[src/rtl/alu_issue_pkg.sv]
// Shared constants for the ALU issue stage: ALU operation codes, RV32I opcodes,
// operand-mux selects and the immediate-format helper used by the decoder.
package alu_issue_pkg;

    localparam logic [4:0] ALU_ADD    = 5'd0;
    localparam logic [4:0] ALU_SUB    = 5'd1;
    localparam logic [4:0] ALU_SLL    = 5'd2;
    localparam logic [4:0] ALU_SLT    = 5'd3;
    localparam logic [4:0] ALU_SLTU   = 5'd4;
    localparam logic [4:0] ALU_XOR    = 5'd5;
    localparam logic [4:0] ALU_SRL    = 5'd6;
    localparam logic [4:0] ALU_SRA    = 5'd7;
    localparam logic [4:0] ALU_OR     = 5'd8;
    localparam logic [4:0] ALU_AND    = 5'd9;
    localparam logic [4:0] ALU_PASS_B = 5'd10;

    localparam logic [6:0] OPC_OP     = 7'b0110011;
    localparam logic [6:0] OPC_OP_IMM = 7'b0010011;
    localparam logic [6:0] OPC_LUI    = 7'b0110111;
    localparam logic [6:0] OPC_AUIPC  = 7'b0010111;
    localparam logic [6:0] OPC_JAL    = 7'b1101111;
    localparam logic [6:0] OPC_JALR   = 7'b1100111;
    localparam logic [6:0] OPC_BRANCH = 7'b1100011;
    localparam logic [6:0] OPC_LOAD   = 7'b0000011;
    localparam logic [6:0] OPC_STORE  = 7'b0100011;

    localparam logic MUX1_PC  = 1'b0;
    localparam logic MUX1_RS1 = 1'b1;
    localparam logic MUX2_RS2 = 1'b0;
    localparam logic MUX2_IMM = 1'b1;

    typedef enum logic [2:0] {
        IMM_NONE,
        IMM_I,
        IMM_S,
        IMM_B,
        IMM_U,
        IMM_J
    } imm_fmt_e;

    function automatic logic [31:0] build_imm(input logic [31:0] instr, input imm_fmt_e fmt);
        logic [31:0] imm;
        case (fmt)
            IMM_I:   imm = {{20{instr[31]}}, instr[31:20]};
            IMM_S:   imm = {{20{instr[31]}}, instr[31:25], instr[11:7]};
            IMM_B:   imm = {{19{instr[31]}}, instr[31], instr[7], instr[30:25], instr[11:8], 1'b0};
            IMM_U:   imm = {instr[31:12], 12'b0};
            IMM_J:   imm = {{11{instr[31]}}, instr[31], instr[19:12], instr[20], instr[30:21], 1'b0};
            default: imm = 32'b0;
        endcase
        return imm;
    endfunction

    // alt selects SUB/SRA; callers only raise it where the encoding allows.
    function automatic logic [4:0] funct3_alu(input logic [2:0] funct3, input logic alt);
        logic [4:0] code;
        case (funct3)
            3'b000:  code = alt ? ALU_SUB : ALU_ADD;
            3'b001:  code = ALU_SLL;
            3'b010:  code = ALU_SLT;
            3'b011:  code = ALU_SLTU;
            3'b100:  code = ALU_XOR;
            3'b101:  code = alt ? ALU_SRA : ALU_SRL;
            3'b110:  code = ALU_OR;
            default: code = ALU_AND;
        endcase
        return code;
    endfunction

endpackage

[src/rtl/rv32i_decode.sv]
// Combinational RV32I decode: instruction word to ALU operation, operand-mux
// selects, 32-bit immediate, destination register and illegal flag.
module rv32i_decode
    import alu_issue_pkg::*;
#(
    parameter int FUNC_WIDTH = 5
) (
    input  logic [31:0]           instr,
    output logic [FUNC_WIDTH-1:0] alu_ctrl,
    output logic                  mux1_ctrl,
    output logic                  mux2_ctrl,
    output logic [31:0]           imm,
    output logic [4:0]            rd_addr,
    output logic                  rd_we,
    output logic                  illegal
);

    logic [6:0] opcode;
    logic [2:0] funct3;
    logic [6:0] funct7;
    logic [4:0] alu_code;
    logic       writes_rd;
    imm_fmt_e   fmt;

    assign opcode  = instr[6:0];
    assign funct3  = instr[14:12];
    assign funct7  = instr[31:25];
    assign rd_addr = instr[11:7];

    always_comb begin
        alu_code  = ALU_ADD;
        mux1_ctrl = MUX1_RS1;
        mux2_ctrl = MUX2_IMM;
        fmt       = IMM_NONE;
        writes_rd = 1'b0;
        illegal   = 1'b0;
        case (opcode)
            OPC_OP_IMM: begin
                fmt       = IMM_I;
                writes_rd = 1'b1;
                // Shift immediates carry a funct7-style field in imm[11:5].
                if (funct3 == 3'b001 && funct7 != 7'b0000000)
                    illegal = 1'b1;
                else if (funct3 == 3'b101 && funct7 != 7'b0000000 && funct7 != 7'b0100000)
                    illegal = 1'b1;
                else
                    alu_code = funct3_alu(funct3, instr[30] && funct3 == 3'b101);
            end
            OPC_OP: begin
                mux2_ctrl = MUX2_RS2;
                writes_rd = 1'b1;
                if (funct7 == 7'b0000000)
                    alu_code = funct3_alu(funct3, 1'b0);
                else if (funct7 == 7'b0100000 && (funct3 == 3'b000 || funct3 == 3'b101))
                    alu_code = funct3_alu(funct3, 1'b1);
                else
                    illegal = 1'b1;
            end
            OPC_LUI: begin
                alu_code  = ALU_PASS_B;
                mux1_ctrl = MUX1_PC;
                fmt       = IMM_U;
                writes_rd = 1'b1;
            end
            OPC_AUIPC: begin
                mux1_ctrl = MUX1_PC;
                fmt       = IMM_U;
                writes_rd = 1'b1;
            end
            OPC_JAL: begin
                mux1_ctrl = MUX1_PC;
                fmt       = IMM_J;
                writes_rd = 1'b1;
            end
            OPC_JALR: begin
                fmt       = IMM_I;
                writes_rd = 1'b1;
            end
            OPC_BRANCH: begin
                mux1_ctrl = MUX1_PC;
                fmt       = IMM_B;
            end
            OPC_LOAD: begin
                fmt       = IMM_I;
                writes_rd = 1'b1;
            end
            OPC_STORE: begin
                fmt = IMM_S;
            end
            default: illegal = 1'b1;
        endcase
    end

    assign imm      = build_imm(instr, fmt);
    assign rd_we    = writes_rd && !illegal && (rd_addr != 5'd0);
    assign alu_ctrl = FUNC_WIDTH'(alu_code);

endmodule

[src/rtl/alu_issue_stage.sv]
// Decode/issue stage feeding the ALU: registers operands and decoded control
// behind a valid/ready handshake with flush. ALU_ISSUE_SKID_EN adds a skid entry.
module alu_issue_stage
    import alu_issue_pkg::*;
#(
    parameter int DATA_WIDTH = 32,
    parameter int FUNC_WIDTH = 5
) (
    input  logic                  CLK,
    input  logic                  RST,
    input  logic                  IN_VALID,
    output logic                  IN_READY,
    input  logic [31:0]           INSTR_IN,
    input  logic [DATA_WIDTH-1:0] PC_IN,
    input  logic [DATA_WIDTH-1:0] RS1_DATA_IN,
    input  logic [DATA_WIDTH-1:0] RS2_DATA_IN,
    input  logic                  FLUSH,
    input  logic                  OUT_READY,
    output logic                  OUT_VALID,
    output logic [DATA_WIDTH-1:0] PC_OUT,
    output logic [DATA_WIDTH-1:0] RS1_OUT,
    output logic [DATA_WIDTH-1:0] RS2_OUT,
    output logic [DATA_WIDTH-1:0] IMM_OUT,
    output logic [FUNC_WIDTH-1:0] ALU_CTRL,
    output logic                  MUX1_CTRL,
    output logic                  MUX2_CTRL,
    output logic [4:0]            RD_ADDR_OUT,
    output logic                  RD_WE_OUT,
    output logic                  ILLEGAL_OUT
);

    typedef struct packed {
        logic [DATA_WIDTH-1:0] pc;
        logic [DATA_WIDTH-1:0] rs1;
        logic [DATA_WIDTH-1:0] rs2;
        logic [DATA_WIDTH-1:0] imm;
        logic [FUNC_WIDTH-1:0] alu_ctrl;
        logic                  mux1;
        logic                  mux2;
        logic [4:0]            rd;
        logic                  rd_we;
        logic                  illegal;
    } bundle_t;

    bundle_t               new_b;
    bundle_t               out_q;
    logic                  out_valid_q;
    logic [FUNC_WIDTH-1:0] dec_alu;
    logic                  dec_mux1;
    logic                  dec_mux2;
    logic [31:0]           dec_imm;
    logic [4:0]            dec_rd;
    logic                  dec_we;
    logic                  dec_illegal;

    rv32i_decode #(
        .FUNC_WIDTH(FUNC_WIDTH)
    ) u_decode (
        .instr    (INSTR_IN),
        .alu_ctrl (dec_alu),
        .mux1_ctrl(dec_mux1),
        .mux2_ctrl(dec_mux2),
        .imm      (dec_imm),
        .rd_addr  (dec_rd),
        .rd_we    (dec_we),
        .illegal  (dec_illegal)
    );

    always_comb begin
        new_b          = '0;
        new_b.pc       = PC_IN;
        new_b.rs1      = RS1_DATA_IN;
        new_b.rs2      = RS2_DATA_IN;
        new_b.imm      = DATA_WIDTH'($signed(dec_imm));
        new_b.alu_ctrl = dec_alu;
        new_b.mux1     = dec_mux1;
        new_b.mux2     = dec_mux2;
        new_b.rd       = dec_rd;
        new_b.rd_we    = dec_we;
        new_b.illegal  = dec_illegal;
    end

`ifdef ALU_ISSUE_SKID_EN
    bundle_t skid_q;
    logic    skid_full;
    logic    in_ready_q;
    logic    out_free;
    logic    accept;

    assign IN_READY = in_ready_q;
    assign out_free = !out_valid_q || OUT_READY;
    assign accept   = IN_VALID && in_ready_q;

    // in_ready_q mirrors !skid_full so IN_READY leaves the block straight from a flop.
    always_ff @(posedge CLK) begin
        if (RST || FLUSH) begin
            out_valid_q <= 1'b0;
            skid_full   <= 1'b0;
            in_ready_q  <= 1'b1;
            if (RST) begin
                out_q  <= '0;
                skid_q <= '0;
            end
        end else if (out_free) begin
            if (skid_full) begin
                out_q       <= skid_q;
                out_valid_q <= 1'b1;
                skid_full   <= 1'b0;
                in_ready_q  <= 1'b1;
            end else begin
                out_valid_q <= accept;
                if (accept)
                    out_q <= new_b;
            end
        end else if (accept) begin
            skid_q     <= new_b;
            skid_full  <= 1'b1;
            in_ready_q <= 1'b0;
        end
    end
`else
    assign IN_READY = !out_valid_q || OUT_READY;

    always_ff @(posedge CLK) begin
        if (RST) begin
            out_valid_q <= 1'b0;
            out_q       <= '0;
        end else if (FLUSH) begin
            out_valid_q <= 1'b0;
        end else if (IN_READY) begin
            out_valid_q <= IN_VALID;
            if (IN_VALID)
                out_q <= new_b;
        end
    end
`endif

    assign OUT_VALID   = out_valid_q;
    assign PC_OUT      = out_q.pc;
    assign RS1_OUT     = out_q.rs1;
    assign RS2_OUT     = out_q.rs2;
    assign IMM_OUT     = out_q.imm;
    assign ALU_CTRL    = out_q.alu_ctrl;
    assign MUX1_CTRL   = out_q.mux1;
    assign MUX2_CTRL   = out_q.mux2;
    assign RD_ADDR_OUT = out_q.rd;
    assign RD_WE_OUT   = out_q.rd_we;
    assign ILLEGAL_OUT = out_q.illegal;

endmodule

[config.mk]
export PLATFORM = sky130hd
export DESIGN_NAME = alu_issue_stage
export DESIGN_NICKNAME = d
export VERILOG_FILES = /design/src/rtl/alu_issue_pkg.sv /design/src/rtl/rv32i_decode.sv /design/src/rtl/alu_issue_stage.sv
export SDC_FILE = /design/constraint.sdc
export NUM_CORES = 1
export LEC_CHECK = 0
export BUFFER_PORTS_ARGS = -buffer_cell sky130_fd_sc_hd__buf_2
export CAP_MARGIN = 15
export CELL_PAD_IN_SITES_DETAIL_PLACEMENT = 1
export CELL_PAD_IN_SITES_GLOBAL_PLACEMENT = 1
export CORE_ASPECT_RATIO = 0.6
export CORE_MARGIN = 8
export CORE_UTILIZATION = 34
export DETAILED_ROUTE_END_ITERATION = 8
export PLACE_DENSITY_LB_ADDON = 0.1
export SLEW_MARGIN = 20
export SYNTH_ARGS = -nofsm -noshare
export SYNTH_HDL_FRONTEND = slang
export SYNTH_SLANG_ARGS = --single-unit
[constraint.sdc]
create_clock -name CLK -period 2.7 [get_ports CLK]
set_clock_uncertainty 0.1 [all_clocks]
set_input_delay 0.27 -clock CLK [delete_from_list [all_inputs] [get_ports CLK]]
set_output_delay 0.27 -clock CLK [all_outputs]
set_load 0.01 [all_outputs]
==> results.json <==
{
  "syn_to_final_growth_pct": 51.2,
  "sw_frac_of_total": 0.249,
  "synth_compound_area_frac": 0.206,
  "synthAdderAreaFrac": 0,
  "multiInputGateArea_mm2": 0.00247,
  "grt_max_degree": 72,
  "wirelength_um": 24300,
  "floorplan.die.height_um": 115,
  "status": "complete, no violations",
  "yosysSeqAreaShare": 0.507,
  "ctsResizeCount": 0,
  "cts_buffers": 17,
  "synthSimpleGateAreaFrac": 0.225,
  "final_common_cell": "buf_2",
  "intPower_uw": 3990,
  "p_switching_uw": 1320,
  "cts.htree.levels": 4,
  "cts_setup_buffers": 0,
  "ir_drop_mv": 0.331,
  "total_power_uw": 5310,
  "synth_edf_count": 0,
  "final-seq-area_mm2": 0.00284,
  "path_clk_slew_ns": 0.06,
  "die_x_um": 182,
  "pwr-share-comb": 0.123,
  "gr-total-overflow": 0,
  "synth_cell_types": 51,
  "synth_top_family_by_area": "simple AND/OR/NAND/NOR gates",
  "synth_top_area_frac": 0.507,
  "rsz0062_at_grt": "no",
  "worstPathMaxFanout": 71,
  "grtUsageTotal": 0.227,
  "wire_per_inst_um": 19.5,
  "synth.area.top_cells": "dfxtp_1, nand2_1, a21oi_1",
  "drv_cap": 0,
  "drt-initial-drc-count": 378,
  "fin_crit_ns": 2.12,
  "synthFlopType": "dfxtp_1",
  "drtAntennaViolNets": 0,
  "p_per_area_mw_per_mm2": 627,
  "initial_utilization": 0.346,
  "via_count": 6307,
  "antennaDiodeCount": 0,
  "finalSetupTns_ns": 0,
  "gp_congestion": 0.859,
  "ys_ff_latch": 142,
  "nFillCells": 1997,
  "cp-start-kind": "flop",
  "port_buffers": 275,
  "top_level_ports": 277,
  "synthXorXnorAreaFrac": 0.00469,
  "cts-hold-fix-buffers": 77,
  "finalMaxSlewViolations": 0,
  "power.leakage_uw": 0.00380,
  "maxSlewHeadroom": 0.487,
  "grt_pass1_vias": 6614,
  "finalHoldViolCount": 0,
  "grt_pass1_wl_um": 37600,
  "routed_via_density": 5.07,
  "min_period_over_period": 0.787,
  "syn_area_per_cell_um2": 8.00,
  "pwr-share-seq": 0.418,
  "synth_cells": 700,
  "synth_top_area_cell": "dfxtp_1",
  "antenna_found_initial": 0,
  "ys_async_sr_fraction": 0,
  "drcViolationCount": 0,
  "crit_path_end_kind": "flop",
  "layout_common_cells": "buf_2, nand2_1, dfxtp_1",
  "synth_nets": 833,
  "power.share.clock": 0.459,
  "clk_latency_ns": 0.41,
  "clock_path_buffers": 2,
  "arrival_ns": 2.37,
  "netlist_area_mm2": 0.00560,
  "critPathKind": "flop to flop",
  "nets": 1155,
  "cts_tree": "built",
  "cts_root_buffer": "clkbuf_16",
  "setup_violations": 0,
  "drive_gt1_frac": 0.313,
  "worstHoldPathType": "input port to flop",
  "coreArea_mm2": 0.0162,
  "max_freq_ghz": 0.471,
  "tightest_slew_ns": 0.770,
  "worstPathRequired_ns": 2.95,
  "placementRows": 36,
  "cts.sinks": 142,
  "ys_warn_count": 0,
  "dp.final_hpwl_um": 17200,
  "die_area_mm2": 0.0210,
  "dr.pass1.iters": 5,
  "synth.mux.area_fraction": 0.00357
}
[kinds of logic after synthesis]
| group | Yosys count |
|---|---|
| and+or+nand+nor | 300 |
| xor gates and xnor gates | 3 |
| muxes | 2 |
| AOI/OAI and AO/OA | 189 |
| buffers and inverters | 63 |
| other | 1 |
| DFF | 142 |
[worst max-delay path, stage by stage (launching register included)]
cell and delay [ns]:
dfxtp_1 0.30, nor2b_1 0.16, inv_2 0.11, nand3b_1 0.15, buf_12 0.24, a21oi_1 0.64, a22oi_1 0.18, nor2_1 0.14
[layer usage]
metal  part of all wire  GRT usage  vias up
li1                   -          -     3026
met1               0.44      0.276     3016
met2               0.45      0.370      235
met3              0.091     0.0830       30
met4              0.020     0.0767        0
met5                  0          0        -
[cell usage after synthesis, drive strengths merged, types with 3 or more instances]
cell type and count:
dfxtp 142, a21oi 119, nor3 21, a21boi 4
and3 3, nor2 22, nand2 225, and2 4
buf 29, inv 4, a31oi 3, o211ai 5
nor2b 6, a221oi 16, a22oi 6, clkbuf 29
nand2b 3, o21ai 13, a311oi 4, a22o 10
nand3 7
[power groups by stage]
stage / Combinational, µW / Sequential (µW) / Clock (µW)
floorplan: 239 / 2300 / 0
detailed placement: 557 / 2260 / 0
CTS: 649 / 2220 / 2480
global placement: 539 / 2260 / 0
finish: 654 / 2220 / 2440
global route: 714 / 2230 / 2590
[registers in the layout, summed over array words and instances, names as in the netlist, 4 cells and up]
signal,count
RS1_OUT,32
PC_OUT,32
IMM_OUT,32
RS2_OUT,32
ALU_CTRL,4
RD_ADDR_OUT,5
[final cells by class]
type	count	share of cell area
multi-input combinational	495	0.291
inverter	4	0.00177
sequential	142	0.336
clock buffer	22	0.0560
tap	209	0.0309
clock inverter	10	0.0161
timing repair buffer	362	0.268
[through the flow]
| step | instances | hold WS, ns | util | area (µm²) | setup WS, ns |
|---|---|---|---|---|---|
| finish | 1244 | 0.0200 | 0.524 | 8470 | 0.576 |
| global route | 1244 | 0.0117 | 0.524 | 8470 | 0.480 |
| CTS | 1244 | 0.000135 | 0.524 | 8470 | 0.627 |
| detailed placement | 1135 | 0.345 | 0.438 | 7090 | 0.473 |
| global placement | 1135 | 0.338 | 0.438 | 7090 | 0.655 |
| floorplan | 700 | 0.249 | - | 5600 | 0.998 |
[worst paths after layout]
check        slack [ns]          to  startpoint  cells past startpoint
max reg2reg        0.58  IMM_OUT[7]   OUT_VALID                      7
min                0.02   PC_OUT[1]    PC_IN[1]                      3
min reg2reg        0.35  RS2_OUT[6]  RS2_OUT[6]                      2
max                0.58  IMM_OUT[7]   OUT_VALID                      7
(Power assumes the default switching activity.)
